File: config.mk
export PLATFORM = sky130hd
export DESIGN_NAME = subleq_seq_abc
export DESIGN_NICKNAME = d
export VERILOG_FILES = /design/src/rtl/subleq_abc_pkg.sv /design/src/rtl/abc_wait_timer.sv /design/src/rtl/subleq_seq_abc.sv
export SDC_FILE = /design/constraint.sdc
export NUM_CORES = 1
export LEC_CHECK = 0
export ABC_AREA = 1
export CORE_MARGIN = 4
export CORE_UTILIZATION = 29
export DETAILED_ROUTE_END_ITERATION = 10
export DONT_BUFFER_PORTS = 1
export PLACE_DENSITY = 0.47
export REMOVE_ABC_BUFFERS = 1
export SYNTH_ARGS = -nofsm -noshare
export SYNTH_HDL_FRONTEND = slang
export SYNTH_SLANG_ARGS = --single-unit
File: constraint.sdc
create_clock -name clk -period 1.92 [get_ports clk]
set_input_delay 0.48 -clock clk [delete_from_list [all_inputs] [get_ports clk]]
set_output_delay 0.48 -clock clk [all_outputs]
set_load 0.01 [all_outputs]
File: src/rtl/subleq_abc_pkg.sv
// Shared state encoding for the ABC-variant SUBLEQ sequencer and control decoder.
// Both blocks import these constants so the 3-bit encoding cannot drift between them.
package subleq_abc_pkg;

  localparam logic [2:0] ST_FETCH_ABC    = 3'd0;
  localparam logic [2:0] ST_LOAD_ABC     = 3'd1;
  localparam logic [2:0] ST_FETCH_MEM_AB = 3'd2;
  localparam logic [2:0] ST_LOAD_MEM_AB  = 3'd3;
  localparam logic [2:0] ST_EXECUTE      = 3'd4;
  localparam logic [2:0] ST_WB_UPDATE_PC = 3'd5;
  localparam logic [2:0] ST_IDLE         = 3'd6;
  localparam logic [2:0] ST_HALT         = 3'd7;

  function automatic logic is_fetch(input logic [2:0] st);
    return (st == ST_FETCH_ABC) || (st == ST_FETCH_MEM_AB);
  endfunction

endpackage

File: src/rtl/abc_wait_timer.sv
// Consecutive not-ready cycle counter for the fetch-state watchdog.
// expire fires on the TIMEOUT-th consecutive inc; TIMEOUT=0 disables it.
module abc_wait_timer #(
  parameter int TIMEOUT = 64
) (
  input  logic clk,
  input  logic rst,
  input  logic clear,
  input  logic inc,
  output logic expire
);

  localparam int W = (TIMEOUT > 2) ? $clog2(TIMEOUT) : 1;
  localparam logic [W-1:0] LAST = W'((TIMEOUT > 0) ? TIMEOUT - 1 : 0);

  logic [W-1:0] cnt_q;
  logic [W-1:0] cnt_d;

  always_comb begin
    cnt_d = cnt_q;
    if (clear) begin
      cnt_d = '0;
    end else if (inc) begin
      cnt_d = cnt_q + W'(1);
    end
  end

  always_ff @(posedge clk) begin
    if (rst) begin
      cnt_q <= '0;
    end else begin
      cnt_q <= cnt_d;
    end
  end

  assign expire = (TIMEOUT > 0) && inc && (cnt_q == LAST);

endmodule

File: src/rtl/subleq_seq_abc.sv
// Six-stage instruction-cycle sequencer with start/step/halt control,
// fetch watchdog and a saturating retired-instruction counter.
module subleq_seq_abc
  import subleq_abc_pkg::*;
#(
  parameter int ADDR_W  = 8,
  parameter int CNT_W   = 16,
  parameter int TIMEOUT = 64
) (
  input  logic              clk,
  input  logic              rst,
  input  logic              start,
  input  logic              step_mode,
  input  logic              mem_ready,
  input  logic [ADDR_W-1:0] c_addr,
  input  logic              zero,
  input  logic              negative,
  output logic [2:0]        state,
  output logic              running,
  output logic              halted,
  output logic              error,
  output logic [CNT_W-1:0]  instr_count
);

  logic [2:0]       state_q;
  logic [2:0]       state_d;
  logic [CNT_W-1:0] cnt_q;
  logic [CNT_W-1:0] cnt_d;
  logic             err_q;
  logic             err_d;

  logic in_fetch;
  logic wait_clear;
  logic wait_inc;
  logic expire;

  assign in_fetch   = is_fetch(state_q);
  // Clearing outside fetch states covers the "clear on entry" behaviour.
  assign wait_clear = !in_fetch || mem_ready;
  assign wait_inc   = in_fetch && !mem_ready;

  abc_wait_timer #(
    .TIMEOUT (TIMEOUT)
  ) u_wait_timer (
    .clk    (clk),
    .rst    (rst),
    .clear  (wait_clear),
    .inc    (wait_inc),
    .expire (expire)
  );

  always_comb begin
    state_d = state_q;
    cnt_d   = cnt_q;
    err_d   = err_q;
    case (state_q)
      ST_IDLE: begin
        if (start) state_d = ST_FETCH_ABC;
      end
      ST_FETCH_ABC: begin
        if (mem_ready) begin
          state_d = ST_LOAD_ABC;
        end else if (expire) begin
          state_d = ST_HALT;
          err_d   = 1'b1;
        end
      end
      ST_LOAD_ABC:     state_d = ST_FETCH_MEM_AB;
      ST_FETCH_MEM_AB: begin
        if (mem_ready) begin
          state_d = ST_LOAD_MEM_AB;
        end else if (expire) begin
          state_d = ST_HALT;
          err_d   = 1'b1;
        end
      end
      ST_LOAD_MEM_AB:  state_d = ST_EXECUTE;
      ST_EXECUTE:      state_d = ST_WB_UPDATE_PC;
      ST_WB_UPDATE_PC: begin
        if (!(&cnt_q)) cnt_d = cnt_q + CNT_W'(1);
        // A taken branch to the all-ones address is the self-loop halt idiom.
        if ((zero || negative) && (&c_addr)) begin
          state_d = ST_HALT;
        end else if (step_mode) begin
          state_d = ST_IDLE;
        end else begin
          state_d = ST_FETCH_ABC;
        end
      end
      ST_HALT:         state_d = ST_HALT;
      default:         state_d = ST_IDLE;
    endcase
  end

  always_ff @(posedge clk) begin
    if (rst) begin
      state_q <= ST_IDLE;
      cnt_q   <= '0;
      err_q   <= 1'b0;
    end else begin
      state_q <= state_d;
      cnt_q   <= cnt_d;
      err_q   <= err_d;
    end
  end

  assign state       = state_q;
  assign running     = (state_q < ST_IDLE);
  assign halted      = (state_q == ST_HALT);
  assign error       = err_q;
  assign instr_count = cnt_q;

endmodule

==> insert_results.sql <==
INSERT INTO impl_metrics (metric_group, metric, value, unit) VALUES
('clock_tree', 'cts_setup_buffers', '0', ''),
('floorplanning', 'core.rowCount', '25', ''),
('final_layout', 'antenna-diode-count', '0', ''),
('clock_tree', 'cts_resized', '0', ''),
('global_route', 'grt_antenna_before_repair', '0', ''),
('synth', 'syn_area_per_cell', '6.57', 'sq um'),
('pwr', 'power.switching', '0.491', 'mW'),
('pwr', 'leakagePower', '0.633', 'nW'),
('timing', 'setup-violations-final', '0', ''),
('final_layout', 'finalNetCount', '251', ''),
('pwr', 'pwr-share-comb', '23.4', '%'),
('synth', 'number_of_distinct_library_cell_variants_in_the_gate_level_netlist_after_synthesis', '24', ''),
('clock_tree', 'clock_latency', '0.28', 'ns'),
('timing', 'final.period_utilization', '92.3', '%'),
('worst_setup_path', 'r2r_slack', '0.40', 'ns'),
('pwr', 'vdd.ir_drop.worst', '496', 'uV'),
('synth', 'synth_seq_area_share', '35.7', '%'),
('synth', 'ys_ff_latch', '26', ''),
('synth', 'synth-edff-count', '0', ''),
('worst_setup_path', 'crit_arrival', '1.29', 'ns'),
('routing', 'drt_iter0_markers', '62', ''),
('final_layout', 'layout.core_utilization', '34.7', '%'),
('run_status', 'run_status', 'complete, no violations', ''),
('floorplanning', 'die-width', '78.9', 'microns'),
('synth', 'synthDominantCellAreaShare', '35.7', '%'),
('clock_tree', 'clock_path_buffers', '2', ''),
('worst_hold_path', 'min_delay_path_depth', '1', ''),
('synth', 'post-synth-top-area-cell', 'sky130_fd_sc_hd__dfxtp_1', ''),
('timing', 'setup_total_negative_slack', '0', 'ns'),
('routing', 'route.vias.total', '1335', ''),
('final_layout', 'fillerInstances', '534', ''),
('synth', 'syn_inst', '222', ''),
('pwr', 'power.density', '882', 'nW/um^2'),
('timing', 'rsz0062_at_grt', 'false', ''),
('worst_setup_path', 'critical_path.startpoint_type', 'flop', ''),
('synth', 'syn-cell-area', '1460', 'sq um'),
('routing', 'wl', '3470', 'microns'),
('routing', 'drt_first_pass_iters', '4', ''),
('synth', 'yosys-top-cells-area', 'sky130_fd_sc_hd__dfxtp_1, sky130_fd_sc_hd__nand2_1, sky130_fd_sc_hd__nor2_1', ''),
('global_route', 'grt_use_total', '12.2', '%'),
('timing', 'fin_worst_hold_slack', '0.251', 'ns'),
('clock_tree', 'htree_num_levels', '1', ''),
('floorplanning', 'initial_utilization', '30.5', '%'),
('worst_setup_path', 'worstRegToRegCells', '9', ''),
('place', 'port_buffers', '0', ''),
('clock_tree', 'cts_sinks', '26', ''),
('clock_tree', 'cts_tree', 'yes', ''),
('final_layout', 'area_growth', '14.0', '%'),
('routing', 'routedWlPerCell', '11.6', 'microns'),
('routing', 'post-route-drc-count', '0', ''),
('floorplanning', 'design.portCount', '37', ''),
('synth', 'synthArstFlopShare', '0', '%'),
('clock_tree', 'worst_setup_hold_path_clk_slew', '0.10', 'ns'),
('worst_hold_path', 'worst_hold_path_type', 'primary input to flop', ''),
('pwr', 'p_sw_share', '33.5', '%'),
('floorplanning', 'die_area', '6220', 'sq um'),
('synth', 'synth_flop_type', 'sky130_fd_sc_hd__dfxtp_1', ''),
('place', 'place_congestion', '0.780', ''),
('flow_run', 'drv_cap', '0', ''),
('worst_setup_path', 'critPathKind', 'flop to output pin', ''),
('pwr', 'sequentialPowerShare', '44.8', '%'),
('synth', 'synth-warning-count', '0', ''),
('final_layout', 'fraction_of_final_layout_cells_sized_beyond_drive_strength_1', '11.2', '%'),
('timing', 'tightest_slew', '0.353', 'ns'),
('worst_setup_path', 'largest_fanout_on_the_critical_path', '8', ''),
('clock_tree', 'cts_root_buf', 'sky130_fd_sc_hd__clkbuf_8', ''),
('timing', 'finClkSkew', '0.00535', 'ns'),
('global_route', 'total_overflow_reported_by_the_global_router', '0', ''),
('floorplanning', 'dieHeight', '78.9', 'microns'),
('place', 'hpwl', '2680', 'microns'),
('timing', 'finalWorstSetupSlack', '0.149', 'ns');
==> critical path, cell delays in order (launching register included) <==
cell	delay, ns
sky130_fd_sc_hd__dfxtp_1	0.54
sky130_fd_sc_hd__nand2_1	0.22
sky130_fd_sc_hd__nor2_1	0.25
==> cell type report <==
| type | instances | area, sq um | share of cell area, % |
|---|---|---|---|
| sequential | 26 | 520 | 31.3 |
| tap | 67 | 83.8 | 5.05 |
| timing repair buffer | 10 | 75.1 | 4.52 |
| inverter | 22 | 82.6 | 4.97 |
| clock inverter | 1 | 30.0 | 1.81 |
| clock buffer | 3 | 41.3 | 2.48 |
| multi-input combinational | 171 | 828 | 49.8 |
==> path summary, 6_finish.rpt <==
check | start | endpoint
setup / recovery | state[2] | halted
hold reg to reg | u_wait_timer.cnt_q[0] | u_wait_timer.cnt_q[0]
setup reg to reg | instr_count[0] | instr_count[15]
hold / removal | rst | instr_count[6]
==> stage by stage <==
stage / power (mW) / instances / cell area, sq um
after floorplan: 0.927 / 219 / 1430
after global placement: 1.02 / 296 / 1590
after CTS: 1.50 / 300 / 1660
after detailed placement: 1.02 / 296 / 1590
after global routing: 1.57 / 300 / 1660
final: 1.47 / 300 / 1660
==> logic make-up after synthesis <==
kind of cell	count (synthesis)	synth area share [%]
simple gates	138	40.5
fa+ha+maj	2	1.72
buf+inv	25	7.47
compound gates	21	8.58
xor+xnor	10	6.01
flops	26	35.7
==> cells in the final DEF (no fill, tap or decap), types with 2 or more instances in the layout <==
master	count
sky130_fd_sc_hd__inv_2	4
sky130_fd_sc_hd__nor2_2	2
sky130_fd_sc_hd__xor2_1	5
sky130_fd_sc_hd__nand3_1	15
sky130_fd_sc_hd__nor3_1	2
sky130_fd_sc_hd__xnor2_1	5
sky130_fd_sc_hd__nand2_1	70
sky130_fd_sc_hd__ha_1	2
sky130_fd_sc_hd__clkbuf_8	3
sky130_fd_sc_hd__o21ai_0	3
sky130_fd_sc_hd__buf_4	10
sky130_fd_sc_hd__nand4_1	8
sky130_fd_sc_hd__nor2_1	38
sky130_fd_sc_hd__a21oi_2	3
sky130_fd_sc_hd__inv_1	18
sky130_fd_sc_hd__dfxtp_1	26
sky130_fd_sc_hd__a21oi_1	11
==> power by group through the flow <==
stage | Combinational (mW) | Sequential (mW) | Clock (mW)
2_1_floorplan | 0.262 | 0.665 | 0
3_3_place_gp | 0.353 | 0.669 | 0
3_5_place_dp | 0.349 | 0.671 | 0
4_1_cts | 0.351 | 0.657 | 0.492
5_1_grt | 0.394 | 0.667 | 0.510
6_report | 0.343 | 0.656 | 0.467
==> per-layer routing <==
layer  GRT usage (%)  share of wire (%)
met1            14.2                 46
met2            21.5                 48
met3            4.76                5.6
met4            2.06               0.43
met5               0                  0
==> synth_stat cells, types with 3 or more instances <==
cell / count
sky130_fd_sc_hd__xor2_1: 5
sky130_fd_sc_hd__nand4_1: 8
sky130_fd_sc_hd__inv_1: 18
sky130_fd_sc_hd__o21ai_0: 3
sky130_fd_sc_hd__nor2_1: 38
sky130_fd_sc_hd__a21oi_1: 11
sky130_fd_sc_hd__nand3_1: 15
sky130_fd_sc_hd__xnor2_1: 5
sky130_fd_sc_hd__nand2_1: 70
sky130_fd_sc_hd__dfxtp_1: 26
sky130_fd_sc_hd__inv_2: 4
sky130_fd_sc_hd__a21oi_2: 3
==> flip-flops by register name (all words and copies together) (netlist names) <==
name,count
error,1
state,3
instr_count,16
u_wait_timer.cnt_q,6
Power figures use the tool's default switching activity.
